## config.mk

```make
export PLATFORM = sky130hd
export DESIGN_NAME = ddr4_rx_lane_eye_trainer_flat
export DESIGN_NICKNAME = d
export VERILOG_FILES = /design/src/rtl/ddr4_rx_lane_eye_trainer_if.sv /design/src/rtl/ddr4_rx_lane_eye_trainer.sv /design/src/flat_wrapper.sv
export SDC_FILE = /design/constraint.sdc
export NUM_CORES = 1
export LEC_CHECK = 0
export ABC_AREA = 1
export CAP_MARGIN = 10
export CORE_MARGIN = 2
export CORE_UTILIZATION = 60
export CTS_BUF_LIST = sky130_fd_sc_hd__clkbuf_4 sky130_fd_sc_hd__clkbuf_8 sky130_fd_sc_hd__clkbuf_16
export DETAILED_ROUTE_END_ITERATION = 8
export PLACE_DENSITY = 0.92
export SLEW_MARGIN = 10
export SYNTH_ARGS = -nofsm -noshare
export SYNTH_HDL_FRONTEND = slang
export SYNTH_SLANG_ARGS = --single-unit
```

## constraint.sdc

```tcl
create_clock -name fab_clk -period 9.9 [get_ports fab_clk]
set_input_delay 1.485 -clock fab_clk [delete_from_list [all_inputs] [get_ports fab_clk]]
set_output_delay 1.485 -clock fab_clk [all_outputs]
set_load 0.05 [all_outputs]
```

## src/rtl/ddr4_rx_lane_eye_trainer_if.sv

```systemverilog
// Signal bundle between the RX eye trainer, the training sequencer and the RX IOD delay line.
//   start / exp_pattern            : sequencer request and expected training word
//   rx_data / delay_line_out_of_range : lane word and limit flag from the IOD
//   delay_line_load/move/direction : delay-line controls driven by the trainer
//   busy / done / fail / tap_value / eye_width : training status driven by the trainer
// The slave modport is the trainer's view; master is the sequencer/IOD side.
interface ddr4_rx_lane_eye_trainer_if;
  logic       start;
  logic [3:0] rx_data;
  logic [3:0] exp_pattern;
  logic       delay_line_out_of_range;
  logic       delay_line_load;
  logic       delay_line_move;
  logic       delay_line_direction;
  logic       busy;
  logic       done;
  logic       fail;
  logic [7:0] tap_value;
  logic [7:0] eye_width;

  modport master (
    output start, rx_data, exp_pattern, delay_line_out_of_range,
    input  delay_line_load, delay_line_move, delay_line_direction,
    input  busy, done, fail, tap_value, eye_width
  );

  modport slave (
    input  start, rx_data, exp_pattern, delay_line_out_of_range,
    output delay_line_load, delay_line_move, delay_line_direction,
    output busy, done, fail, tap_value, eye_width
  );
endinterface

```

## src/rtl/ddr4_rx_lane_eye_trainer.sv

```systemverilog
// Read-side delay-line training for one 4:1 deserialized DDR4 receive lane. Sweeps the input
// delay line upward from tap 0, marks taps where every sampled word matches the training
// pattern, then steps back down to the centre of the first passing eye.
// Ports:
//   fab_clk : fabric clock, rising edge
//   reset_n : synchronous active-low reset
//   bus     : trainer side of ddr4_rx_lane_eye_trainer_if (request, lane data, delay-line
//             controls, status)
// All outputs are registered.
module ddr4_rx_lane_eye_trainer #(
  parameter int unsigned TapMax       = 127,
  parameter int unsigned SettleCycles = 8,
  parameter int unsigned SampleWords  = 16,
  parameter int unsigned MinEye       = 2
) (
  input logic                             fab_clk,
  input logic                             reset_n,
  ddr4_rx_lane_eye_trainer_if.slave       bus
);

  typedef enum logic [3:0] {
    StIdle, StLoad, StSettle, StSample, StEval, StStep, StCenter, StDone, StFail
  } state_e;

  state_e      state_q;
  logic [7:0]  tap_cur_q, left_q, right_q, centre_q, moves_left_q, width_q;
  logic        found_q, pass_q, from_step_q;
  logic [15:0] cnt_q;
  logic        load_q, move_q, dir_q, busy_q, done_q, fail_q;
  logic [7:0]  tap_value_q, eye_width_q;

  // Eye bookkeeping as it will stand after this cycle, so the end-of-sweep decision in EVAL
  // sees the tap just evaluated.
  logic       eval_pass;
  logic       found_c;
  logic [7:0] left_c, right_c, centre_c, tap_end_c, width_sat;
  logic [8:0] width_c, sum_c;
  logic       eye_ok, end_sweep;

  always_comb begin
    eval_pass = (state_q == StEval) && pass_q;
    found_c   = found_q | eval_pass;
    left_c    = (eval_pass && !found_q) ? tap_cur_q : left_q;
    right_c   = eval_pass ? tap_cur_q : right_q;
    // 9-bit width: left 0 / right 255 gives 256, saturated for the 8-bit status output.
    width_c   = {1'b0, right_c} - {1'b0, left_c} + 9'd1;
    sum_c     = {1'b0, left_c} + {1'b0, right_c};
    centre_c  = 8'(sum_c >> 1);
    width_sat = width_c[8] ? 8'hFF : width_c[7:0];
    eye_ok    = found_c && (width_c >= 9'(MinEye));
    // A rejected move leaves the line one tap below what we counted.
    tap_end_c = (state_q == StSettle) ? tap_cur_q - 8'd1 : tap_cur_q;
    end_sweep = ((state_q == StSettle) && from_step_q && bus.delay_line_out_of_range) ||
                ((state_q == StEval) &&
                 ((!pass_q && found_q) || (tap_cur_q == 8'(TapMax))));
  end

  always_ff @(posedge fab_clk) begin
    if (!reset_n) begin
      state_q      <= StIdle;
      tap_cur_q    <= '0;
      left_q       <= '0;
      right_q      <= '0;
      centre_q     <= '0;
      moves_left_q <= '0;
      width_q      <= '0;
      found_q      <= 1'b0;
      pass_q       <= 1'b0;
      from_step_q  <= 1'b0;
      cnt_q        <= '0;
      load_q       <= 1'b0;
      move_q       <= 1'b0;
      dir_q        <= 1'b0;
      busy_q       <= 1'b0;
      done_q       <= 1'b0;
      fail_q       <= 1'b0;
      tap_value_q  <= '0;
      eye_width_q  <= '0;
    end else begin
      load_q <= 1'b0;
      move_q <= 1'b0;
      case (state_q)
        StIdle: begin
          if (bus.start) begin
            done_q      <= 1'b0;
            fail_q      <= 1'b0;
            tap_value_q <= '0;
            eye_width_q <= '0;
            busy_q      <= 1'b1;
            load_q      <= 1'b1;
            state_q     <= StLoad;
          end
        end
        StLoad: begin
          tap_cur_q   <= '0;
          found_q     <= 1'b0;
          left_q      <= '0;
          right_q     <= '0;
          from_step_q <= 1'b0;
          cnt_q       <= '0;
          state_q     <= StSettle;
        end
        StSettle: begin
          if (end_sweep) begin
            tap_cur_q <= tap_end_c;
            width_q   <= found_c ? width_sat : 8'd0;
            centre_q  <= centre_c;
            if (eye_ok) begin
              moves_left_q <= tap_end_c - centre_c;
              state_q      <= StCenter;
            end else begin
              load_q  <= 1'b1;
              state_q <= StFail;
            end
          end else if (cnt_q == 16'(SettleCycles - 1)) begin
            cnt_q   <= '0;
            pass_q  <= 1'b1;
            state_q <= StSample;
          end else begin
            cnt_q <= cnt_q + 16'd1;
          end
        end
        StSample: begin
          pass_q <= pass_q & (bus.rx_data == bus.exp_pattern);
          if (cnt_q == 16'(SampleWords - 1)) begin
            cnt_q   <= '0;
            state_q <= StEval;
          end else begin
            cnt_q <= cnt_q + 16'd1;
          end
        end
        StEval: begin
          found_q <= found_c;
          left_q  <= left_c;
          right_q <= right_c;
          if (end_sweep) begin
            tap_cur_q <= tap_end_c;
            width_q   <= found_c ? width_sat : 8'd0;
            centre_q  <= centre_c;
            if (eye_ok) begin
              moves_left_q <= tap_end_c - centre_c;
              state_q      <= StCenter;
            end else begin
              load_q  <= 1'b1;
              state_q <= StFail;
            end
          end else begin
            move_q  <= 1'b1;
            dir_q   <= 1'b1;
            state_q <= StStep;
          end
        end
        StStep: begin
          tap_cur_q   <= tap_cur_q + 8'd1;
          from_step_q <= 1'b1;
          cnt_q       <= '0;
          state_q     <= StSettle;
        end
        StCenter: begin
          // A pulse cycle is always followed by an idle cycle.
          if (!move_q) begin
            if (moves_left_q != 8'd0) begin
              move_q       <= 1'b1;
              dir_q        <= 1'b0;
              moves_left_q <= moves_left_q - 8'd1;
              tap_cur_q    <= tap_cur_q - 8'd1;
            end else begin
              state_q <= StDone;
            end
          end
        end
        StDone: begin
          tap_value_q <= centre_q;
          eye_width_q <= width_q;
          done_q      <= 1'b1;
          busy_q      <= 1'b0;
          state_q     <= StIdle;
        end
        StFail: begin
          tap_value_q <= '0;
          eye_width_q <= width_q;
          fail_q      <= 1'b1;
          busy_q      <= 1'b0;
          state_q     <= StIdle;
        end
        default: state_q <= StIdle;
      endcase
    end
  end

  assign bus.delay_line_load      = load_q;
  assign bus.delay_line_move      = move_q;
  assign bus.delay_line_direction = dir_q;
  assign bus.busy                 = busy_q;
  assign bus.done                 = done_q;
  assign bus.fail                 = fail_q;
  assign bus.tap_value            = tap_value_q;
  assign bus.eye_width            = eye_width_q;

endmodule

```

## src/flat_wrapper.sv

```systemverilog
// flat-port wrapper written by rule: the top's interface ports become plain ports
module ddr4_rx_lane_eye_trainer_flat 
#(
  parameter int unsigned TapMax       = 127,
  parameter int unsigned SettleCycles = 8,
  parameter int unsigned SampleWords  = 16,
  parameter int unsigned MinEye       = 2
)
  (fab_clk, reset_n, bus_start, bus_rx_data, bus_exp_pattern, bus_delay_line_out_of_range, bus_delay_line_load, bus_delay_line_move, bus_delay_line_direction, bus_busy, bus_done, bus_fail, bus_tap_value, bus_eye_width);
  ddr4_rx_lane_eye_trainer_if bus_i ();
  input logic fab_clk;
  input logic reset_n;
  input wire logic [$bits(bus_i.start)-1:0] bus_start;
  input wire logic [$bits(bus_i.rx_data)-1:0] bus_rx_data;
  input wire logic [$bits(bus_i.exp_pattern)-1:0] bus_exp_pattern;
  input wire logic [$bits(bus_i.delay_line_out_of_range)-1:0] bus_delay_line_out_of_range;
  output wire logic [$bits(bus_i.delay_line_load)-1:0] bus_delay_line_load;
  output wire logic [$bits(bus_i.delay_line_move)-1:0] bus_delay_line_move;
  output wire logic [$bits(bus_i.delay_line_direction)-1:0] bus_delay_line_direction;
  output wire logic [$bits(bus_i.busy)-1:0] bus_busy;
  output wire logic [$bits(bus_i.done)-1:0] bus_done;
  output wire logic [$bits(bus_i.fail)-1:0] bus_fail;
  output wire logic [$bits(bus_i.tap_value)-1:0] bus_tap_value;
  output wire logic [$bits(bus_i.eye_width)-1:0] bus_eye_width;
  assign bus_i.start = bus_start;
  assign bus_i.rx_data = bus_rx_data;
  assign bus_i.exp_pattern = bus_exp_pattern;
  assign bus_i.delay_line_out_of_range = bus_delay_line_out_of_range;
  assign bus_delay_line_load = bus_i.delay_line_load;
  assign bus_delay_line_move = bus_i.delay_line_move;
  assign bus_delay_line_direction = bus_i.delay_line_direction;
  assign bus_busy = bus_i.busy;
  assign bus_done = bus_i.done;
  assign bus_fail = bus_i.fail;
  assign bus_tap_value = bus_i.tap_value;
  assign bus_eye_width = bus_i.eye_width;
  ddr4_rx_lane_eye_trainer #(.TapMax(TapMax), .SettleCycles(SettleCycles), .SampleWords(SampleWords), .MinEye(MinEye)) u_core (.fab_clk(fab_clk), .reset_n(reset_n), .bus(bus_i));
endmodule
```

==> metrics, run 1 <==
CTS tree=built; CTS sink count=93; Worst Path Class, Setup=flip-flop to flip-flop; routed length per instance=14.09 um; CP peak stage delay=0.43 ns; CP startpoint kind=flip-flop; Final Skew=0.01483 ns; Seq/Total Area, Yosys=31.50%; design area=6462 um2; first-pass GRT wire length=23710 um; post-DP HPWL=10620 um; num ports=34; vias per cell=5.626; Post-synth EDFFs=0; Setup TNS=0 ns; Power Density=185.6 nW/um2; share of the synthesized area in the top cell type=31.50%; placed cell areas=6287 um2; leakage power=2.594 nW; initial core utilization=61.03%; HP Class=flip-flop to flip-flop; relative slew slack=31.84%; Slew Limit Fails=0; post-CTS resize count=0; DIE AREA=10660 um2; TritonCTS buffer count=9; synthesized instance count=883; H-Tree Depth=3; required time worst endpoint=10.18 ns; Port Buffer Count=33; Final Hold Viols=0; commonest non-fill, non-tap cell in the layout=nand2_1; Site Rows=36; Root Buffer=clkbuf_8; Fin Hold WS=0.4629 ns; flop2flop setup slack=4.98 ns; CTS Hold Buffers Added=0; DRC violations left=0; Mapped Nets=933; post-route clock period utilization=49.69%; nets=952; Peak Freq=203.3 MHz; top area cells in the synthesized netlist=dfxtp_1 31%, nand2_1 15%, a21oi_1 9.4%; GRT overflow=0; diode count=0; Reg clk slew, reported paths=0.10 ns; worst skew pair latency=0.39 ns; commonest non-fill, non-tap cells in the layout=232 x nand2_1, 111 x a21oi_1, 93 x dfxtp_1, 84 x inv_1, 62 x nor2_1; Period minus WS final=4.920 ns; Final Routed Wirelength=14650 um; largest area contributor in the netlist=dfxtp_1; # setup viols final=0; Iteration-0 DRC Markers=405; Design Power=1.200 mW; Die X=103.3 um; maximum capacitance violations=0; Core Box Area=9684 um2; Slew @ Worst Pin=1.019 ns; Critical Path AT=5.20 ns; Area Overhead vs Synth=9.335%; CP max stage cell=nor2_4; critical path capture point type=flip-flop; layout cells sized above 1=7.056%; Max Buffers Root-to-Sink=2; Synth Flop Type=dfxtp_1; Post-CTS Setup Bufs=0; Die Y-Extent=103.3 um; fillers=831; GRT Total Usage=28.25%; DR vias=5851; DR pass1 iterations=8; post-route ant nets=0; post-synth design cell area=5911 um2; Syn Area/Cell=6.694 um2; CP max FO=22; outcome=complete, no violations; maximum number of pins on one net before global-route repair=71; worst vdd ir=92.84 uV; GP Congestion=0.9564; Seq cells post-synth=93; Yosys cell types=41; fraction of registers with async set/reset=0%; Core Util, Final=66.73%; unrepaired setup endpoints after global routing=no; Syn. warnings=0; vias in the first global route=5029; initial antenna violation count=0
area by class of cell:
type / instances / area, um2 / area share (%)
clock buffer: 9 / 123.9 / 1.917
multi-input combinational: 668 / 3561 / 55.10
clock inverter: 7 / 51.30 / 0.7938
inverter: 96 / 360.3 / 5.576
tap: 133 / 166.4 / 2.575
sequential: 93 / 1862 / 28.81
timing repair buffer: 34 / 337.8 / 5.227
metal layers:
| metal | global-route usage [%] | vias up | share of wire [%] |
|---|---|---|---|
| met3 | 4.503 | 32 | 8.0 |
| met2 | 43.36 | 246 | 45 |
| met4 | 11.74 | 0 | 2.7 |
| met1 | 39.65 | 2640 | 44 |
| met5 | 0 | - | 0 |
| li1 | - | 2933 | - |
flip-flops by register name, indices dropped and copies added, names as in the netlist, 4 cells and up:
| signal | count |
|---|---|
| u_core.right_q | 8 |
| u_core.centre_q | 8 |
| u_core.state_q | 4 |
| u_core.bus.eye_width | 8 |
| u_core.bus.tap_value | 8 |
| u_core.cnt_q | 16 |
| u_core.tap_cur_q | 8 |
| u_core.left_q | 8 |
| u_core.width_q | 8 |
| u_core.moves_left_q | 8 |
Yosys cell counts, types with 10 or more instances:
library cell	instances
nand2_1	232
a21oi_1	111
dfxtp_1	93
inv_1	84
nor2_1	62
o21ai_0	57
nand3_1	41
ha_1	35
xor2_1	24
o21ai_1	14
clkbuf_1	13
nor3_1	12
inv_2	11
nand4_1	11
nand2_2	10
or2_2	10
per-stage QoR:
stage / cells / worst slack [ns]
6_report: 1040 / 4.980
5_1_grt: 1040 / 4.399
4_1_cts: 1040 / 5.066
3_5_place_dp: 1024 / 5.125
3_3_place_gp: 1024 / 5.297
2_1_floorplan: 883 / 6.068
final timing paths:
check / startpoint / depth (start not counted) / end
setup / recovery: u_core.state_q[0] / 28 / u_core.moves_left_q[7]
hold / removal: u_core.bus.eye_width[0] / 2 / u_core.bus.eye_width[0]
setup reg to reg: u_core.state_q[0] / 28 / u_core.moves_left_q[7]
hold reg to reg: u_core.bus.eye_width[0] / 2 / u_core.bus.eye_width[0]
critical path: cells and delay by family (launching register included):
| kind | cells | cell delay [ns] |
|---|---|---|
| xor gates and xnor gates | 1 | 0.15 |
| buffers and inverters | 5 | 0.49 |
| and+or+nand+nor | 12 | 1.82 |
| DFF | 1 | 0.38 |
| adders and majority gates | 3 | 0.96 |
| AOI/OAI and AO/OA | 7 | 0.98 |
kinds of logic (layout without fill, tap and decap cells):
family / count (synthesis) / in the layout / synth area share (%)
compound gates: 203 / 203 / 18.23
xor+xnor: 29 / 29 / 4.297
fa+ha+maj: 38 / 38 / 8.425
buf+inv: 122 / 146 / 8.256
flops: 93 / 93 / 31.50
simple gates: 398 / 398 / 29.30
power by group:
part / internal (mW) / total [mW] / switching, mW
registers: 0.400 / 0.423 / 0.0232
logic: 0.169 / 0.542 / 0.373
clock network: 0.0920 / 0.235 / 0.143
No activity file was read; power rests on OpenSTA's default activity.
==> inputs of run 2 (changes only) <==
- clock period: 9.9 -> 4.8 ns (I/O delays scaled with it)
==> run 2 against run 1 <==
Effect of this change:
- sequential power increased by 110%
- clock power increased to 2.7 times the previous value
- register-to-register slack got worse by 4.4 ns
- first-iteration DRC count increased by 24%
- combinational power increased by 110%
- critical endpoint unchanged
- largest power group unchanged
- highest routed layer unchanged
==> metrics, run 2 (synthesis results as in run 1) <==
outcome=complete, no violations; GRT overflow=0 (unchanged); Final Hold Viols=0 (unchanged); Slew Limit Fails=0 (unchanged); relative slew slack=33.56% (+1.7 points); Iteration-0 DRC Markers=502 (+24%); maximum capacitance violations=0 (unchanged); Site Rows=36 (unchanged); hold path endpoint=u_core.from_step_q; Reg2Reg Capture Point=u_core.moves_left_q[7]; Final Skew=0.01483 ns (-0.0000008000 ns); Max Buffers Root-to-Sink=2 (unchanged); Peak Freq=235.4 MHz (+16%); post-route clock period utilization=88.51% (+39 points); diode count=0 (unchanged); nets=960 (+0.84%); Critical Path AT=4.56 ns (-0.64 ns); initial core utilization=61.03% (unchanged); Post-CTS Setup Bufs=0 (unchanged); post-CTS resize count=0 (unchanged); post-DP HPWL=11170 um (+5.2%); worst skew pair latency=0.38 ns (about the same); routed length per instance=14.37 um (+2.0%); CP peak stage delay=0.41 ns (-0.02 ns); DIE AREA=10660 um2 (unchanged); worst vdd ir=229.0 uV (+150%); H-Tree Depth=3 (unchanged); CP startpoint kind=flip-flop; Worst Path Class, Setup=flip-flop to flip-flop; cell mode on critical path=nor2_1; setup slack after layout=0.5515 ns (-4.429 ns); unrepaired setup endpoints after global routing=no; CTS Hold Buffers Added=0 (unchanged); Largest register FFs=16 (unchanged); leakage power=2.672 nW (+3.0%); Area Overhead vs Synth=11.60%; placed cell areas=6347 um2 (+0.96%); initial antenna violation count=0 (unchanged); Core Util, Final=68.11% (+1.4 points); Die Y-Extent=103.3 um (unchanged); Core Box Area=9684 um2 (unchanged); DR pass1 iterations=5 (-3); Final Routed Wirelength=15060 um (+2.8%); # setup viols final=0 (unchanged); GP Congestion=0.9609 (+0.47%); flop2flop setup slack=0.55 ns (-4.43 ns); Biggest register=u_core.cnt_q; CTS tree=built; Period minus WS final=4.248 ns (-0.6710 ns); Root Buffer=clkbuf_8; maximum number of pins on one net before global-route repair=42 (-41%); hold path cells=2 (unchanged); Min-Delay Startpoint=u_core.from_step_q; CP max FO=9 (-59%); design area=6596 um2 (+2.1%); commonest non-fill, non-tap cells in the layout=232 x nand2_1, 111 x a21oi_1, 93 x dfxtp_1, 83 x inv_1, 62 x nor2_1; first-pass GRT wire length=24630 um (+3.9%); vias per cell=5.582 (-0.78%); fillers=820 (-1.3%); Reg2Reg Depth=28 (unchanged); CTS sink count=93 (unchanged); Power Density=402.6 nW/um2 (+120%); CP max stage cell=fa_1; TritonCTS buffer count=9 (unchanged); Setup TNS=0 ns (unchanged); Place WS=0.4971 ns (-4.628 ns); layout cells sized above 1=7.978% (+0.92 points); Port Buffer Count=33 (unchanged); DRC violations left=0 (unchanged); required time worst endpoint=5.11 ns (-5.07 ns); RR Startpoint=u_core.state_q[0]; critical path capture point type=flip-flop; DR vias=5850 (-0.017%); commonest non-fill, non-tap cell in the layout=nand2_1; HP Class=flip-flop to flip-flop; post-route ant nets=0 (unchanged); Slew @ Worst Pin=0.9929 ns (-0.02568 ns); Die X=103.3 um (unchanged); GRT Total Usage=29.38% (+1.1 points); num ports=34 (unchanged); Design Power=2.656 mW (+120%); vias in the first global route=5274 (+4.9%); Reg clk slew, reported paths=0.09 ns (about the same)
==> run 2: worst max-delay path by stage <==
stage | from | end | depth (start not counted)
floorplan | u_core.state_q[0] | u_core.moves_left_q[7] | 28
finish | u_core.state_q[0] | u_core.moves_left_q[7] | 28
detailed placement | u_core.state_q[0] | u_core.moves_left_q[7] | 28
global route | u_core.state_q[0] | u_core.moves_left_q[7] | 28
CTS | u_core.state_q[0] | u_core.moves_left_q[7] | 28
global placement | u_core.state_q[0] | u_core.moves_left_q[7] | 28
==> run 2: where the power goes <==
group	switching [mW]	internal, mW	total [mW]
registers	0.0481	0.825	0.873
logic	0.786	0.355	1.14
clock network	0.293	0.349	0.641
==> run 2: through the flow <==
stage / hold slack (ns) / std cells
final: 0.4561 / 1048
after global routing: 0.4820 / 1048
after CTS: 0.4590 / 1048
after detailed placement: 0.4462 / 1032
after global placement: 0.4407 / 1032
after floorplan: 0.4306 / 883
==> run 2: area by class of cell <==
cell class	count	area (um2)	share of cell area [%]
Clock buffer	9	123.9	1.878
Inverter	96	360.3	5.463
Multi-Input combinational cell	668	3566	54.06
Clock inverter	7	120.1	1.821
Tap cell	133	166.4	2.523
Timing Repair Buffer	42	397.9	6.032
Sequential cell	93	1862	28.22
==> run 2: critical path, delay by kind of cell (launching register included) <==
kind	cells	cell delay, ns
buffers and inverters	5	0.45
and+or+nand+nor	12	1.15
xor gates and xnor gates	1	0.15
adders and majority gates	3	0.96
AOI/OAI and AO/OA	7	1.08
DFF	1	0.38
==> run 2: per-layer routing <==
| metal | vias up | global-route usage [%] | routed length [um] |
|---|---|---|---|
| met4 | 0 | 11.23 | 443 |
| met3 | 32 | 6.720 | 1146 |
| met2 | 254 | 46.45 | 6744 |
| met1 | 2625 | 39.22 | 6725 |
| met5 | - | 0 | 0 |
| li1 | 2939 | - | - |
==> inputs of run 3 (changes only) <==
- CAP_MARGIN: 10 -> 20
- CORE_UTILIZATION: 60 -> 25
- CTS_CLUSTER_SIZE: not set -> 10
- PLACE_DENSITY: 0.92 -> 0.52
==> run 3 against run 2 <==
Effect of this change:
- flip-flop and latch count did not move
- design area rose by 5.1%
- first-iteration DRC count fell by 27%
- sequential share of layout area fell by 1.4 points
- critical path depth fell by 1
- combinational power barely moved
- total power rose by 5.2%
- sequential power barely moved
- routed wire length rose by 7.6%
- worst setup slack got worse by 0.024 ns
- non-clock buffer count rose by 2
- final cell count rose by 18%
- highest routed layer unchanged
==> metrics, run 3 (synthesis results as in run 1) <==
Peak Freq=234.1 MHz (-0.55%); # setup viols final=0 (unchanged); Design Power=2.794 mW (+5.2%); Slew @ Worst Pin=0.8566 ns (-0.1363 ns); layout cells sized above 1=8.070% (+0.092 points); initial core utilization=25.33% (-36 points); num ports=34 (unchanged); Root Buffer=clkbuf_16; critical path capture point type=flip-flop; CTS sink count=93 (unchanged); Slew Limit Fails=0 (unchanged); Final Hold Viols=0 (unchanged); CTS tree=built; leakage power=2.731 nW (+2.2%); GRT overflow=0 (unchanged); maximum capacitance violations=0 (unchanged); DR vias=5550 (-5.1%); Die Y-Extent=157.8 um (+53%); routed length per instance=13.11 um (-8.8%); outcome=complete, no violations; Reg clk slew, reported paths=0.08 ns (about the same); Biggest register=u_core.cnt_q; post-DP HPWL=12170 um (+9.0%); flop2flop setup slack=0.53 ns (-0.02 ns); maximum number of pins on one net before global-route repair=41 (-2.4%); relative slew slack=42.71% (+9.2 points); Final Routed Wirelength=16200 um (+7.6%); H-Tree Depth=3 (unchanged); Core Box Area=23330 um2 (+140%); crit path buf inv count=5 (unchanged); TritonCTS buffer count=9 (unchanged); Iteration-0 DRC Markers=364 (-27%); nets=962 (+0.21%); vias per cell=4.490 (-20%); Power Density=402.9 nW/um2 (about the same); CP startpoint kind=flip-flop; worst skew pair latency=0.36 ns (-0.02 ns); CP max stage cell=fa_1; required time worst endpoint=5.06 ns (-0.05 ns); Area Overhead vs Synth=17.32%; Setup TNS=0 ns (unchanged); CP max FO=12 (+3); DIE AREA=24890 um2 (+130%); GRT Total Usage=13.37% (-16 points); vias in the first global route=5006 (-5.1%); Largest register FFs=16 (unchanged); GP Congestion=0.8614 (-10%); Site Rows=56 (+56%); commonest non-fill, non-tap cell in the layout=nand2_1; commonest non-fill, non-tap cells in the layout=232 x nand2_1, 111 x a21oi_1, 93 x dfxtp_1, 84 x inv_1, 62 x nor2_1; DRC violations left=0 (unchanged); Final Skew=0.01529 ns (+0.0004599 ns); HP Class=flip-flop to flip-flop; initial antenna violation count=0 (unchanged); unrepaired setup endpoints after global routing=no; worst vdd ir=218.9 uV (-4.4%); first-pass GRT wire length=26340 um (+7.0%); post-route clock period utilization=89.00% (+0.49 points); CP peak stage delay=0.40 ns (about the same); Port Buffer Count=33 (unchanged); Worst Path Class, Setup=flip-flop to flip-flop; Period minus WS final=4.272 ns (+0.02361 ns); post-route ant nets=0 (unchanged); design area=6934 um2 (+5.1%); kind of cell adding the most delay to the critical path=compound AO/OA/AOI/OAI gates; Die X=157.8 um (+53%); DR pass1 iterations=4 (-1); diode count=0 (unchanged); placed cell areas=6585 um2 (+3.7%); Critical Path AT=4.53 ns (-0.03 ns); CTS Hold Buffers Added=0 (unchanged); fillers=2533 (+210%); Max Buffers Root-to-Sink=2 (unchanged)
-- run 3: final timing paths --
path / to / cells after the start / from
worst max-delay path: u_core.moves_left_q[7] / 27 / u_core.state_q[0]
worst min-delay path: u_core.bus.tap_value[4] / 2 / u_core.centre_q[4]
worst max register to register: u_core.moves_left_q[7] / 27 / u_core.state_q[0]
worst min register to register: u_core.bus.tap_value[4] / 2 / u_core.centre_q[4]
-- run 3: cell type report --
type                    count  area [um2]  share of cell area [%]
well taps                 319       399.1                   5.756
flip-flops and latches     93        1862                   26.85
repair buffers             44       425.4                   6.135
clock buffers               9       225.2                   3.248
clock inverters             7       91.34                   1.317
multi-input cells         668        3571                   51.50
inverters                  96       360.3                   5.197
-- run 3: stage by stage --
| stage | instances | utilization, % | setup WS [ns] | hold WS, ns |
|---|---|---|---|---|
| after floorplan | 883 | - | 0.9677 | 0.4306 |
| after global placement | 1217 | 28.22 | 0.5592 | 0.4438 |
| after detailed placement | 1217 | 28.22 | 0.4294 | 0.4470 |
| after CTS | 1233 | 29.58 | 0.4042 | 0.4626 |
| after global routing | 1236 | 29.72 | 0.03503 | 0.4812 |
| final | 1236 | 29.72 | 0.5279 | 0.4577 |
-- run 3: tightest hold or removal path, stage by stage, from the launching register on --
cell,delay [ns]
dfxtp_1,0.31
nand2_1,0.05
a21oi_1,0.05
-- run 3: layer usage --
layer / GRT usage, % / part of all wire [%]
met1: 19.22 / 52
met2: 20.10 / 43
met3: 2.053 / 2.7
met4: 4.805 / 2.4
met5: 0 / 0
-- run 3: what timing repair did --
action                                  in CTS  in global routing
resized for setup                            0                  2
setup buffers                                0                  2
endpoints found under the setup margin       0                  1
-- run 3: power breakdown --
| group | internal, mW | total (mW) | switching (mW) | leakage, nW |
|---|---|---|---|---|
| registers | 0.825 | 0.873 | 0.0482 | 0.751 |
| logic | 0.364 | 1.15 | 0.786 | 1.83 |
| clock network | 0.418 | 0.771 | 0.353 | 0.152 |
